===== src/rtl/stb_generator_pkg.sv =====
// Shared constants for the periodic strobe generator and its decade stages.
package stb_generator_pkg;

  // Each decade stage is a 4-bit counter cycling 0..9
  localparam int              DEC_W   = 4;
  localparam logic [DEC_W-1:0] DEC_MAX = 4'd9;

  // Default clocking: 10 MHz system clock, 1 kHz base strobe
  localparam int CLK_HZ_DEFAULT  = 10000000;
  localparam int BASE_HZ_DEFAULT = 1000;

endpackage


===== src/rtl/decade_stage.sv =====
// One decade counter of the strobe cascade: advances 0..9 on tick_in and
// reports a combinational carry when a tick arrives while it sits at 9.
module decade_stage
  import stb_generator_pkg::*;
(
  input  logic             clk,
  input  logic             reset,
  input  logic             clr,
  input  logic             tick_in,
  output logic             carry_out,
  output logic [DEC_W-1:0] cnt
);

  logic [DEC_W-1:0] cnt_q;
  logic [DEC_W-1:0] cnt_d;

  // Next count: clear wins, otherwise advance on a tick and wrap 9 -> 0
  always_comb begin
    cnt_d = cnt_q;
    if (clr) begin
      cnt_d = '0;
    end else if (tick_in) begin
      cnt_d = (cnt_q == DEC_MAX) ? '0 : cnt_q + DEC_W'(1);
    end
  end

  // Count register with synchronous reset
  always_ff @(posedge clk) begin
    if (reset) begin
      cnt_q <= '0;
    end else begin
      cnt_q <= cnt_d;
    end
  end

  assign carry_out = tick_in && (cnt_q == DEC_MAX);
  assign cnt       = cnt_q;

endmodule


===== src/rtl/stb_generator.sv =====
// Periodic strobe generator: a binary prescaler produces the base tick, and
// three cascaded decade stages derive the 10x, 100x and 1000x strobes.
// Optional macro STB_GENERATOR_RESYNC_EN adds sync_in, which clears the
// prescaler and all decades to phase-align the strobes to an external event.
module stb_generator
  import stb_generator_pkg::*;
#(
  parameter int CLK_HZ  = CLK_HZ_DEFAULT,
  parameter int BASE_HZ = BASE_HZ_DEFAULT
) (
  input  logic clk,
  input  logic reset,
  input  logic en,
`ifdef STB_GENERATOR_RESYNC_EN
  input  logic sync_in,
`endif
  output logic stb_1ms,
  output logic stb_10ms,
  output logic stb_100ms,
  output logic stb_1s
);

  localparam int DIV   = CLK_HZ / BASE_HZ;
  localparam int PRE_W = (DIV < 2) ? 1 : $clog2(DIV);
  localparam logic [PRE_W-1:0] PRE_MAX = PRE_W'(DIV - 1);

  // Reject clock ratios that cannot give an exact, multi-cycle base period
  generate
    if (DIV < 2 || (CLK_HZ % BASE_HZ) != 0) begin : g_bad_cfg
      $error("stb_generator: CLK_HZ must be a multiple of BASE_HZ with DIV >= 2");
    end
  endgenerate

  logic resync;
`ifdef STB_GENERATOR_RESYNC_EN
  assign resync = sync_in;
`else
  assign resync = 1'b0;
`endif

  logic [PRE_W-1:0] pre_q;
  logic [PRE_W-1:0] pre_d;
  logic             base_tick;
  logic             carry0;
  logic             carry1;
  logic             carry2;
  logic [DEC_W-1:0] d0_cnt;
  logic [DEC_W-1:0] d1_cnt;
  logic [DEC_W-1:0] d2_cnt;
  logic [3:0]       stb_q;
  logic [3:0]       stb_d;

  // Base tick only on an enabled cycle at the top of the prescaler; a resync
  // suppresses it so nothing downstream advances on that edge
  always_comb begin
    base_tick = en && !resync && (pre_q == PRE_MAX);
    pre_d     = pre_q;
    if (resync) begin
      pre_d = '0;
    end else if (en) begin
      pre_d = base_tick ? '0 : pre_q + PRE_W'(1);
    end
  end

  // Prescaler register
  always_ff @(posedge clk) begin
    if (reset) begin
      pre_q <= '0;
    end else begin
      pre_q <= pre_d;
    end
  end

  decade_stage u_d0 (
    .clk       (clk),
    .reset     (reset),
    .clr       (resync),
    .tick_in   (base_tick),
    .carry_out (carry0),
    .cnt       (d0_cnt)
  );

  decade_stage u_d1 (
    .clk       (clk),
    .reset     (reset),
    .clr       (resync),
    .tick_in   (carry0),
    .carry_out (carry1),
    .cnt       (d1_cnt)
  );

  decade_stage u_d2 (
    .clk       (clk),
    .reset     (reset),
    .clr       (resync),
    .tick_in   (carry1),
    .carry_out (carry2),
    .cnt       (d2_cnt)
  );

  // Strobe conditions; each slower strobe implies all the faster ones
  always_comb begin
    stb_d    = '0;
    stb_d[0] = base_tick;
    stb_d[1] = base_tick && (d0_cnt == DEC_MAX);
    stb_d[2] = carry0 && (d1_cnt == DEC_MAX);
    stb_d[3] = carry1 && (d2_cnt == DEC_MAX) && carry2;
  end

  // Register the strobes so each output is a clean one-cycle pulse
  always_ff @(posedge clk) begin
    if (reset) begin
      stb_q <= '0;
    end else begin
      stb_q <= stb_d;
    end
  end

  assign stb_1ms   = stb_q[0];
  assign stb_10ms  = stb_q[1];
  assign stb_100ms = stb_q[2];
  assign stb_1s    = stb_q[3];

endmodule

===== config.mk =====
export PLATFORM = sky130hd
export DESIGN_NAME = stb_generator
export DESIGN_NICKNAME = d
export VERILOG_FILES = /design/src/rtl/stb_generator_pkg.sv /design/src/rtl/decade_stage.sv /design/src/rtl/stb_generator.sv
export SDC_FILE = /design/constraint.sdc
export NUM_CORES = 1
export LEC_CHECK = 0
export CELL_PAD_IN_SITES_DETAIL_PLACEMENT = 1
export CELL_PAD_IN_SITES_GLOBAL_PLACEMENT = 2
export CORE_ASPECT_RATIO = 1.75
export CORE_MARGIN = 8
export CORE_UTILIZATION = 32
export CTS_CLUSTER_DIAMETER = 60
export DETAILED_ROUTE_END_ITERATION = 8
export PLACE_DENSITY_LB_ADDON = 0.1
export SLEW_MARGIN = 10
export SYNTH_ARGS = -nofsm -noshare
export SYNTH_HDL_FRONTEND = slang
export SYNTH_SLANG_ARGS = --single-unit

===== constraint.sdc =====
create_clock -name clk -period 2.1 [get_ports clk]
set_input_delay 0.315 -clock clk [delete_from_list [all_inputs] [get_ports clk]]
set_output_delay 0.315 -clock clk [all_outputs]
set_load 0.02 [all_outputs]

# Word level (Yosys, flattened, before mapping)
# Index checks and enable logic that the tools add are counted.
[totals]
regBits = 30
input_bits = 3
out_inout_bits = 4
wordCells = 21
[classes]
n_addsub = 4
eq_ne = 4
mux = 4
reduce_logical = 4
[op_table]
columns = ["operator", "count"]
rows = [
  ["$add 14x1->14 const B", 1],
  ["$eq 14x14->1 const B", 1],
  ["$mux 14", 1],
  ["$add 4x1->4 const B", 3],
  ["$eq 4x4->1 const B", 3],
  ["$mux 4", 3],
  ["$logic_and 1x1->1", 4],
]

# Longest topological paths before layout
[depth]
word_depth = 5
ltp_mapped = 7

# By module
# Synthesis repeated with hierarchy kept, for this count alone.
[unflattened]
hier_cells = 146
hier_area_um2 = 1383.8
[by_module_without_submodules]
columns = ["module", "n_inst", "cells_per_inst", "area_each_um2", "seq_area_each_um2"]
rows = [
  ["stb_generator", 1, 86, 817.0, 360.3],
  ["decade_stage", 3, 20, 188.9, 80.1],
]

# Least setup slack after synthesis
# Ideal clock, no wire load.
[synth_path]
kind = "flip-flop to flip-flop"
from = "register pre_q[4]"
to = "register u_d1.cnt_q[3], in the netlist u_d1.cnt[3]"
setup_ns = 0.074
arrival_ns = 2.149
path_slack_ns = -0.124
path_stages_with_launch = 6
path_cell_list = "dfxtp_1 -> or4_4 -> or4_4 -> buf_6 -> or4_1 -> a31oi_1"
[synth_via]
elab_chain_cells = 3
[synth_rtl]
columns = ["element", "line", "rtl"]
rows = [
  ["start, declared", "stb_generator.sv:41", "logic [PRE_W-1:0] pre_q;"],
  ["start signal, assigned", "stb_generator.sv:70", "pre_q <= pre_d;"],
  ["$eq 14x14->1", "stb_generator.sv:56", "base_tick = en && !resync && (pre_q == PRE_MAX);"],
  ["$logic_and 1x1->1", "stb_generator.sv:56", ""],
  ["$logic_and 1x1->1", "decade_stage.sv:36", "assign carry_out = tick_in && (cnt_q == DEC_MAX);"],
  ["end signal, assigned", "decade_stage.sv:32", "cnt_q <= cnt_d;"],
  ["end, declared", "decade_stage.sv:14", "logic [DEC_W-1:0] cnt_q;"],
]
# No other way between the ends.
# A chain may end at the register's enable or synchronous reset.

# Worst setup path after layout
# Ends and elaborated chain as after synthesis.

==> summary.txt <==
Run status
  • Outcome: finished clean

Logic synthesis
  • Asr flop ratio synth: 0%
  • Post-synth top flop: dfxtp_1
  • Register area share after synthesis: 42.8%
  • Mapped cell area: 1400 um2
  • Syn Nets: 169
  • Syn_area_per_cell: 8.50 um2
  • Top cell type's share of synthesized area: 42.8%
  • Post-synth top cells: 30 x dfxtp_1, 17 x nor2_1, 11 x a21oi_1, 11 x nand2_1, 11 x o21ai_0
  • Warnings from Yosys: 0
  • Number of synthesized flops with an enable pin: 0
  • Synth cell types: 32
  • Yosys reg bits: 30
  • Top-count cell post-synth: dfxtp_1
  • Cell accounting for the most synthesized area: dfxtp_1
  • Gate count of the mapped netlist: 165
  • Largest cells by area after synthesis: dfxtp_1 43%, nor2_1 4.5%, xor2_1 4.4%, a21oi_1 3.9%, o21ai_0 3.9%

Setup path
  • CP Capture Type: flop
  • Crit path kind: flop to flop
  • Bufs and invs on worst path: 0
  • Critical Path Slowest Stage Cell: or4_4
  • Critical Path Source Type: flop
  • Max FO, Critical Path: 8
  • Top delay family on crit path: simple AND/OR/NAND/NOR gates
  • Crit path cell chain: or4_4 > or4_4 > or4_1 > a31oi_1
  • Crit path arrival time: 2.29 ns
  • Most frequent CP cell: or4_4
  • Critical Path RT: 2.31 ns
  • R2R setup slack: 0.02 ns
  • Worst path max stage delay: 0.55 ns

Route
  • WL final: 3810 um
  • Vias: 1349
  • Initial drt markers: 53
  • DRC viols: 0
  • 1st-pass router iterations: 4
  • Routed Antenna Nets: 0
  • Vias per cell: 5.40
  • WL/cell: 15.2 um

GRT
  • Number of global-route vias before repair: 1401
  • Grt total ovfl: 0
  • Largest net degree at the start of global routing: 20
  • First-pass GRT wire length: 6430 um
  • Initial antenna violation count: 0
  • All-Layer GR Usage: 11.9%

Finish
  • ANT cells: 0
  • Register Area: 603 um2
  • Fillcell total: 544
  • Footprint of the multi-input gates: 777 um2
  • Final #Nets: 202
  • Final Util: 41.4%
  • Post-route design area: 1790 um2
  • P&R area growth vs syn: 27.7%
  • Layout cells sized above 1: 20.1%

Pwr
  • Peak VDD IR: 0.000389 V
  • Final Power: 1.09 mW
  • Cell Pwr Density: 607 nW/um2
  • Lkg Pwr: 0.631 nW

Placed design
  • Port bufs: 6
  • DP Area: 1670 um2
  • Routability cong.: 0.736
  • Final HPWL DP: 2850 um

Die
  • Die height: 104 um
  • Row count: 32
  • Initial Utilization: 32.4%
  • Die ar.: 6840 um2
  • IO Count: 7
  • Placeable Area: 4320 um2
  • Width of the chip: 66.0 um

Worst hold path
  • Hold WC Path Type: flop to flop

Timing
  • Min Tclk post-route: 2.08 ns
  • Fmax: 481 MHz
  • Clk_skew: 0.00688 ns
  • Setup tns final: 0 ns
  • Slew Limit Fails: 0
  • Max-slew headroom: 71.1%
  • Worst slew pin tran: 0.429 ns
  • Hold Fails Final Rpt: 0
  • Final period util: 99.0%
  • RSZ-0062 raised after global routing: true
  • Setup violations, final: 0

CTS
  • Clock tree buffer depth: 2
  • Clk_lat worst skew: 0.28 ns
  • Hold buffers post-CTS: 0
  • Root buffer cell: clkbuf_8
  • H-tree depth: 2
  • Clock sink count: 30
  • Clk slew on worst S/H paths: 0.07 ns
  • CTS buffer count: 5
  • CTS tree: yes

Flow run
  • MaxCap Viol Count: 0
[sequential cells by signal, indices dropped and copies added (netlist names)]
name / count
stb_q: 4
u_d2.cnt: 4
u_d1.cnt: 4
u_d0.cnt: 4
pre_q: 14
[stage by stage]
stage                     cells  hold slack (ns)  setup WS [ns]
after floorplan             165            0.451        0.00709
after global placement      239            0.470         -0.229
after detailed placement    239            0.493         -0.267
after CTS                   248            0.504       0.000149
after global routing        250            0.526        -0.0207
final                       250            0.498         0.0213
[final timing paths]
path                          startpoint                        to  depth (start not counted)
hold / removal    pre_q[13]$_SDFFE_PP0P_    pre_q[13]$_SDFFE_PP0P_                          2
hold reg to reg   pre_q[13]$_SDFFE_PP0P_    pre_q[13]$_SDFFE_PP0P_                          2
setup reg to reg   pre_q[4]$_SDFFE_PP0P_  u_d1.cnt[3]$_SDFFE_PP0N_                          4
setup / recovery   pre_q[4]$_SDFFE_PP0P_  u_d1.cnt[3]$_SDFFE_PP0N_                          4
[layout by cell type (no fill, tap or decap), drive strengths merged, types with 4 or more instances in the layout]
cell and count:
a21oi 11, buf 24, clkbuf 7, clkdlybuf4s50 6, dfxtp 30, inv 4, nand2 11, nand2b 6
nand3 9, nand4 6, nor2 17, nor2b 6, nor4 4, o21ai 11, or4 9, xnor2 4
xor2 7
[kinds of logic (layout without fill, tap and decap cells)]
family,Yosys count,after routing,share of synthesized area [%]
AOI/OAI and AO/OA,27,27,10.4
xor gates and xnor gates,11,11,6.87
adders and majority gates,1,1,0.892
buffers and inverters,9,42,2.94
DFF,30,30,42.8
muxes,2,2,1.52
and+or+nand+nor,85,86,34.5
[tightest hold or removal path, stage by stage (launching register included)]
cell and delay [ns]:
dfxtp_1 0.32, o21ai_0 0.08, a21oi_1 0.06
[final cells by class]
| cell class | instances | share of cell area (%) |
|---|---|---|
| timing repair buffer | 30 | 13.4 |
| multi-input combinational | 127 | 43.4 |
| inverter | 4 | 0.839 |
| clock inverter | 1 | 0.280 |
| sequential | 30 | 33.7 |
| tap | 51 | 3.56 |
| clock buffer | 7 | 4.82 |
[per-layer routing]
metal	GRT usage [%]	vias up	wire length, um
li1	-	659	-
met1	11.8	669	1470
met2	21.2	15	2190
met3	3.24	6	89
met4	6.14	0	63
met5	0	-	0
[what timing repair did]
item	CTS	global route
endpoints found under the setup margin	5	7
cloned	1	0
resized for setup	2	2
buffers inserted	0	2
pin swaps	2	0
[power by group]
| part | internal, mW | total [mW] | switching, mW |
|---|---|---|---|
| combinational | 0.0174 | 0.0357 | 0.0183 |
| sequential | 0.572 | 0.574 | 0.00206 |
| clock | 0.264 | 0.477 | 0.213 |
Power figures use the tool's default switching activity.
